## config.mk

```make
export PLATFORM = sky130hd
export DESIGN_NAME = dcache_controller_flat
export DESIGN_NICKNAME = d
export VERILOG_FILES = /design/src/rtl/dcache_controller_if.sv /design/src/rtl/dcache_controller.sv /design/src/flat_wrapper.sv
export SDC_FILE = /design/constraint.sdc
export NUM_CORES = 2
export LEC_CHECK = 0
export ABC_AREA = 1
export BUFFER_PORTS_ARGS = -buffer_cell sky130_fd_sc_hd__buf_2
export CORE_AREA = 5 5 468 470
export CTS_CLUSTER_DIAMETER = 120
export DETAILED_ROUTE_END_ITERATION = 10
export DIE_AREA = 0 0 473 475
export PLACE_DENSITY_LB_ADDON = 0.08
export SLEW_MARGIN = 15
export SYNTH_ARGS = -nofsm -noshare
export SYNTH_HDL_FRONTEND = slang
export SYNTH_SLANG_ARGS = --single-unit
```

## constraint.sdc

```tcl
create_clock -name clk_i -period 7.7 [get_ports clk_i]
set_input_delay 1.155 -clock clk_i [delete_from_list [all_inputs] [get_ports clk_i]]
set_output_delay 1.155 -clock clk_i [all_outputs]
set_load 0.01 [all_outputs]
```

## src/rtl/dcache_controller_if.sv

```systemverilog
// CPU / tag-data SRAM / line-memory signal bundle for the write-back data cache controller.
interface dcache_controller_if;
  logic         cpu_req_i;
  logic         cpu_we_i;
  logic [31:0]  cpu_addr_i;
  logic [31:0]  cpu_wdata_i;
  logic [31:0]  cpu_rdata_o;
  logic         cpu_stall_o;
  logic         sram_enable_o;
  logic         sram_write_o;
  logic [3:0]   sram_idx_o;
  logic [24:0]  sram_tag_o;
  logic [255:0] sram_data_o;
  logic         sram_hit_i;
  logic [24:0]  sram_tag_i;
  logic [255:0] sram_data_i;
  logic         mem_req_o;
  logic         mem_we_o;
  logic [31:0]  mem_addr_o;
  logic [255:0] mem_data_o;
  logic [255:0] mem_data_i;
  logic         mem_ack_i;

  modport slave (
    input  cpu_req_i, cpu_we_i, cpu_addr_i, cpu_wdata_i,
    input  sram_hit_i, sram_tag_i, sram_data_i, mem_data_i, mem_ack_i,
    output cpu_rdata_o, cpu_stall_o,
    output sram_enable_o, sram_write_o, sram_idx_o, sram_tag_o, sram_data_o,
    output mem_req_o, mem_we_o, mem_addr_o, mem_data_o
  );

  modport master (
    output cpu_req_i, cpu_we_i, cpu_addr_i, cpu_wdata_i,
    output sram_hit_i, sram_tag_i, sram_data_i, mem_data_i, mem_ack_i,
    input  cpu_rdata_o, cpu_stall_o,
    input  sram_enable_o, sram_write_o, sram_idx_o, sram_tag_o, sram_data_o,
    input  mem_req_o, mem_we_o, mem_addr_o, mem_data_o
  );
endinterface

```

## src/rtl/dcache_controller.sv

```systemverilog
// Write-back, write-allocate data cache controller: hits complete in the lookup cycle with no stall;
// misses stall the CPU through optional victim write-back, line fetch and a one-cycle refill.
module dcache_controller (
  input  logic               clk_i,
  input  logic               rst_i,
  dcache_controller_if.slave bus
);

  typedef enum logic [1:0] {IDLE, WRITEBACK, ALLOCATE, REFILL} state_t;

  state_t       state;
  logic [31:2]  addr_q;
  logic         we_q;
  logic [31:0]  wdata_q;
  logic [22:0]  vtag_q;
  logic [255:0] victim_q;
  logic [255:0] line_q;
  logic         mem_req_q;
  logic         mem_we_q;

  always_ff @(posedge clk_i) begin
    if (!rst_i) begin
      state     <= IDLE;
      addr_q    <= '0;
      we_q      <= 1'b0;
      wdata_q   <= '0;
      vtag_q    <= '0;
      victim_q  <= '0;
      line_q    <= '0;
      mem_req_q <= 1'b0;
      mem_we_q  <= 1'b0;
    end else begin
      case (state)
        IDLE: begin
          if (bus.cpu_req_i && !bus.sram_hit_i) begin
            addr_q    <= bus.cpu_addr_i[31:2];
            we_q      <= bus.cpu_we_i;
            wdata_q   <= bus.cpu_wdata_i;
            vtag_q    <= bus.sram_tag_i[22:0];
            victim_q  <= bus.sram_data_i;
            mem_req_q <= 1'b1;
            if (bus.sram_tag_i[24] && bus.sram_tag_i[23]) begin
              state    <= WRITEBACK;
              mem_we_q <= 1'b1;
            end else begin
              state    <= ALLOCATE;
              mem_we_q <= 1'b0;
            end
          end
        end
        WRITEBACK: begin
          if (bus.mem_ack_i) begin
            state    <= ALLOCATE;
            mem_we_q <= 1'b0;
          end
        end
        ALLOCATE: begin
          if (bus.mem_ack_i) begin
            line_q    <= bus.mem_data_i;
            mem_req_q <= 1'b0;
            state     <= REFILL;
          end
        end
        REFILL:  state <= IDLE;
        default: state <= IDLE;
      endcase
    end
  end

  // Hit path is combinational from the live CPU access; miss phases only use captured state.
  always_comb begin
    bus.cpu_rdata_o   = '0;
    bus.cpu_stall_o   = 1'b0;
    bus.sram_enable_o = 1'b0;
    bus.sram_write_o  = 1'b0;
    bus.sram_idx_o    = '0;
    bus.sram_tag_o    = '0;
    bus.sram_data_o   = '0;
    bus.mem_req_o     = 1'b0;
    bus.mem_we_o      = 1'b0;
    bus.mem_addr_o    = '0;
    bus.mem_data_o    = '0;
    if (rst_i) begin
      bus.mem_req_o = mem_req_q;
      bus.mem_we_o  = mem_req_q & mem_we_q;
      case (state)
        IDLE: begin
          if (bus.cpu_req_i) begin
            bus.sram_enable_o = 1'b1;
            bus.sram_idx_o    = bus.cpu_addr_i[8:5];
            bus.sram_tag_o    = {1'b1, bus.cpu_we_i, bus.cpu_addr_i[31:9]};
            if (!bus.sram_hit_i) begin
              bus.cpu_stall_o = 1'b1;
            end else if (bus.cpu_we_i) begin
              bus.sram_write_o = 1'b1;
              bus.sram_data_o  = bus.sram_data_i;
              bus.sram_data_o[{bus.cpu_addr_i[4:2], 5'b0} +: 32] = bus.cpu_wdata_i;
            end else begin
              bus.cpu_rdata_o = bus.sram_data_i[{bus.cpu_addr_i[4:2], 5'b0} +: 32];
            end
          end
        end
        WRITEBACK: begin
          bus.cpu_stall_o = 1'b1;
          bus.mem_addr_o  = {vtag_q, addr_q[8:5], 5'b0};
          bus.mem_data_o  = victim_q;
        end
        ALLOCATE: begin
          bus.cpu_stall_o = 1'b1;
          bus.mem_addr_o  = {addr_q[31:5], 5'b0};
        end
        REFILL: begin
          bus.cpu_stall_o   = 1'b1;
          bus.sram_enable_o = 1'b1;
          bus.sram_write_o  = 1'b1;
          bus.sram_idx_o    = addr_q[8:5];
          bus.sram_tag_o    = {1'b1, we_q, addr_q[31:9]};
          bus.sram_data_o   = line_q;
          if (we_q) bus.sram_data_o[{addr_q[4:2], 5'b0} +: 32] = wdata_q;
        end
        default: bus.cpu_stall_o = 1'b0;
      endcase
    end
  end

endmodule

```

## src/flat_wrapper.sv

```systemverilog
// flat-port wrapper written by rule: the top's interface ports become plain ports
module dcache_controller_flat 
  (clk_i, rst_i, bus_cpu_req_i, bus_cpu_we_i, bus_cpu_addr_i, bus_cpu_wdata_i, bus_sram_hit_i, bus_sram_tag_i, bus_sram_data_i, bus_mem_data_i, bus_mem_ack_i, bus_cpu_rdata_o, bus_cpu_stall_o, bus_sram_enable_o, bus_sram_write_o, bus_sram_idx_o, bus_sram_tag_o, bus_sram_data_o, bus_mem_req_o, bus_mem_we_o, bus_mem_addr_o, bus_mem_data_o);
  dcache_controller_if bus_i ();
  input  logic clk_i;
  input  logic rst_i;
  input wire logic [$bits(bus_i.cpu_req_i)-1:0] bus_cpu_req_i;
  input wire logic [$bits(bus_i.cpu_we_i)-1:0] bus_cpu_we_i;
  input wire logic [$bits(bus_i.cpu_addr_i)-1:0] bus_cpu_addr_i;
  input wire logic [$bits(bus_i.cpu_wdata_i)-1:0] bus_cpu_wdata_i;
  input wire logic [$bits(bus_i.sram_hit_i)-1:0] bus_sram_hit_i;
  input wire logic [$bits(bus_i.sram_tag_i)-1:0] bus_sram_tag_i;
  input wire logic [$bits(bus_i.sram_data_i)-1:0] bus_sram_data_i;
  input wire logic [$bits(bus_i.mem_data_i)-1:0] bus_mem_data_i;
  input wire logic [$bits(bus_i.mem_ack_i)-1:0] bus_mem_ack_i;
  output wire logic [$bits(bus_i.cpu_rdata_o)-1:0] bus_cpu_rdata_o;
  output wire logic [$bits(bus_i.cpu_stall_o)-1:0] bus_cpu_stall_o;
  output wire logic [$bits(bus_i.sram_enable_o)-1:0] bus_sram_enable_o;
  output wire logic [$bits(bus_i.sram_write_o)-1:0] bus_sram_write_o;
  output wire logic [$bits(bus_i.sram_idx_o)-1:0] bus_sram_idx_o;
  output wire logic [$bits(bus_i.sram_tag_o)-1:0] bus_sram_tag_o;
  output wire logic [$bits(bus_i.sram_data_o)-1:0] bus_sram_data_o;
  output wire logic [$bits(bus_i.mem_req_o)-1:0] bus_mem_req_o;
  output wire logic [$bits(bus_i.mem_we_o)-1:0] bus_mem_we_o;
  output wire logic [$bits(bus_i.mem_addr_o)-1:0] bus_mem_addr_o;
  output wire logic [$bits(bus_i.mem_data_o)-1:0] bus_mem_data_o;
  assign bus_i.cpu_req_i = bus_cpu_req_i;
  assign bus_i.cpu_we_i = bus_cpu_we_i;
  assign bus_i.cpu_addr_i = bus_cpu_addr_i;
  assign bus_i.cpu_wdata_i = bus_cpu_wdata_i;
  assign bus_i.sram_hit_i = bus_sram_hit_i;
  assign bus_i.sram_tag_i = bus_sram_tag_i;
  assign bus_i.sram_data_i = bus_sram_data_i;
  assign bus_i.mem_data_i = bus_mem_data_i;
  assign bus_i.mem_ack_i = bus_mem_ack_i;
  assign bus_cpu_rdata_o = bus_i.cpu_rdata_o;
  assign bus_cpu_stall_o = bus_i.cpu_stall_o;
  assign bus_sram_enable_o = bus_i.sram_enable_o;
  assign bus_sram_write_o = bus_i.sram_write_o;
  assign bus_sram_idx_o = bus_i.sram_idx_o;
  assign bus_sram_tag_o = bus_i.sram_tag_o;
  assign bus_sram_data_o = bus_i.sram_data_o;
  assign bus_mem_req_o = bus_i.mem_req_o;
  assign bus_mem_we_o = bus_i.mem_we_o;
  assign bus_mem_addr_o = bus_i.mem_addr_o;
  assign bus_mem_data_o = bus_i.mem_data_o;
  dcache_controller u_core (.clk_i(clk_i), .rst_i(rst_i), .bus(bus_i));
endmodule
```

==> results.toml <==
[global_routing]
grt_pass1_vias = 46270
grt_max_degree = 236
grt_overflow_total = 0
antenna_found_initial = 120
grt_pass1_wl_um = 457800
grt_use_total_pct = 30.44

[floorplanning]
dieArea_um2 = 224700
dieWidth_um = 473
design.portCount = 1217
core_um2 = 214000
dieHeight_um = 475
num_rows = 170
initial_utilization_pct = 17.40

[power]
power.density_nw_per_um2 = 268.7
ir_drop_mv = 0.1756
finalPower_mw = 13.02
p_leak_nw = 21.80

[synthesis]
yosys-top-cells-area = "dfxtp_1, a21oi_1, nand2_1"
synthArstFlopShare_pct = 0
yosysWarnings = 0
synth_area_leader_cell = "dfxtp_1"
yosysMostFrequentCell = "nand2_1"
synth-seq-cells = 602
synth_area_um2 = 37240
synth_top_cell_area_share_pct = 32.36
yosysSeqAreaShare_pct = 32.36
syn_area_per_cell_um2 = 6.045
synthTopCellsByCount = "nand2_1, a21oi_1, nand3_1"
synth-edff-count = 0
ys_types = 29
synth_cells = 6160
ys.flop_type = "dfxtp_1"

[cells_and_area]
area_growth_pct = 30.10
drive_gt1_share_pct = 21.18
final_util_pct = 22.64
finalNonFillerCells = 9909
finalNetCount = 7575
fin_area_um2 = 48450

[sta]
drv_slew = 0
finalCritPeriodShare_pct = 79.79
rsz0062_at_grt = "false"
finalHoldViolCount = 0
min_period_ns = 6.144
slew_headroom_pct = 13.42
fin_setup_tns_ns = 0
setup_violations = 0
whs_ns = 0.4509
clock_skew_ns = 0.04713
worst_slack_ns = 1.556
worst_pin_slew_ns = 1.285
fmax_ghz = 0.1628

[clock_tree]
cts_hold_buffers = 0
root_buffer = "clkbuf_16"
ctsHtreeMaxLevel = 3
cts_buffers = 88
clock_latency_ns = 0.78
cts.sinks = 602
cts_tree = "built"
post_cts_buffers = 0
cts.repair.resized = 0
clockBufferDepth = 3
path_clk_slew_ns = 0.06

[drt]
first_pass_iters = 6
wl_per_cell_um = 36.51
viasPerCell = 5.011
drt_iter0_markers = 5701
drcViolationCount = 0
drt-total-wl_um = 361700
vias = 49650
ant_nets = 0

[run_status]
status = "finished, final reports clean"

[worst_setup_path]
cp_num_buf_inv = 4
r2r-start = "u_core.state[1]"
worstPathMaxFanout = 51
critPathLaunchType = "flip-flop"
cp_slowest_cell = "nor2_4"
critical_path_class = "reg -> out"
crit_path_end_kind = "output pin"
worstSetupStartpoint = "u_core.state[1]"
critical_path.top_delay_family = "buffers and inverters"
cp_slowest_stage_delay_ns = 0.71
path_cells = "inv_1 -> ha_1 -> nand2_1 -> clkinv_2 -> nand2_2 -> nor2_4 -> buf_4 -> nand3_1 -> a21oi_1 -> buf_2"
cp_data_required_time_ns = 6.55
crit_arrival_ns = 4.99
reg2reg_slack_ns = 3.89

[placement]
place_ws_ns = 1.747
port_buffers = 1209
place.gp.congestion = 0.9337
hpwlAfterDp_um = 288900
place_area_um2 = 45290
dp.cells = 9703

[flow_run]
drv_cap = 0

[hold_path]
hold_class = "reg -> reg"
min-delay-start = "u_core.mem_req_q"
==> where the power goes <==
group          switching (mW)  leakage [nW]  internal (mW)
combinational            3.61          15.4          0.976
clock                    1.87          1.50           2.56
sequential              0.264          4.93           3.74
total                    5.74          21.8           7.28
==> metal layers <==
layer  up-vias  global-route usage [%]  share of wire [%]
li1      22140                       -                  -
met1     24280                   41.27                 44
met2      2673                   46.68                 43
met3       520                   6.117                7.4
met4        42                   13.27                4.8
met5         -                       0              0.084
==> worst reg2reg max path, cell delays in order, from the launching register on <==
cell	delay [ns]
dfxtp_1	0.34
inv_1	0.16
ha_1	0.31
nand2_1	0.20
nor2_4	0.14
buf_4	0.54
buf_4	0.63
buf_12	0.53
o21ai_0	0.68
a21oi_1	0.17
==> state kept, by name (all words and copies together), names as in the netlist <==
register / cells
u_core.vtag_q: 23
u_core.mem_req_q: 1
u_core.mem_we_q: 1
u_core.line_q: 256
u_core.state: 2
u_core.victim_q: 256
u_core.we_q: 1
u_core.wdata_q: 32
u_core.addr_q: 30
==> cells by family after synthesis <==
group                      count (synthesis)  synth area share, %
AOI/OAI and AO/OA                       1740                23.41
adders and majority gates                 13               0.4368
DFF                                      602                32.36
and+or+nand+nor                         2610                31.02
buffers and inverters                   1194                12.76
other                                      1              0.01007
==> layout make-up <==
type                       instances  area [µm²]
sequential                       602       12050
tap                             2838        3551
timing repair buffer            1303        6898
fill                           25170      165500
antenna                           45       112.6
multi-input combinational       4368       20550
clock buffer                     126        2596
inverter                         592        2238
clock inverter                    35       450.4
==> cell usage in the layout (no fill, tap or decap), types with 23 or more instances in the layout <==
cell	instances
diode_2	45
inv_1	579
clkbuf_16	89
buf_2	1207
nand2_1	1211
clkbuf_8	23
nand3b_1	32
dfxtp_1	600
nor2_1	309
nand4_1	196
a21oi_1	1031
buf_4	84
nand3_1	806
and3_1	32
o21ai_0	705
==> path summary, 6_finish.rpt <==
path / to / cells past startpoint
worst min register to register: u_core.mem_req_q / 2
worst min-delay path: u_core.mem_req_q / 2
worst max-delay path: bus_sram_data_o[191] / 10
worst max register to register: u_core.victim_q[154] / 9
No activity file was read; power rests on OpenSTA's default activity.
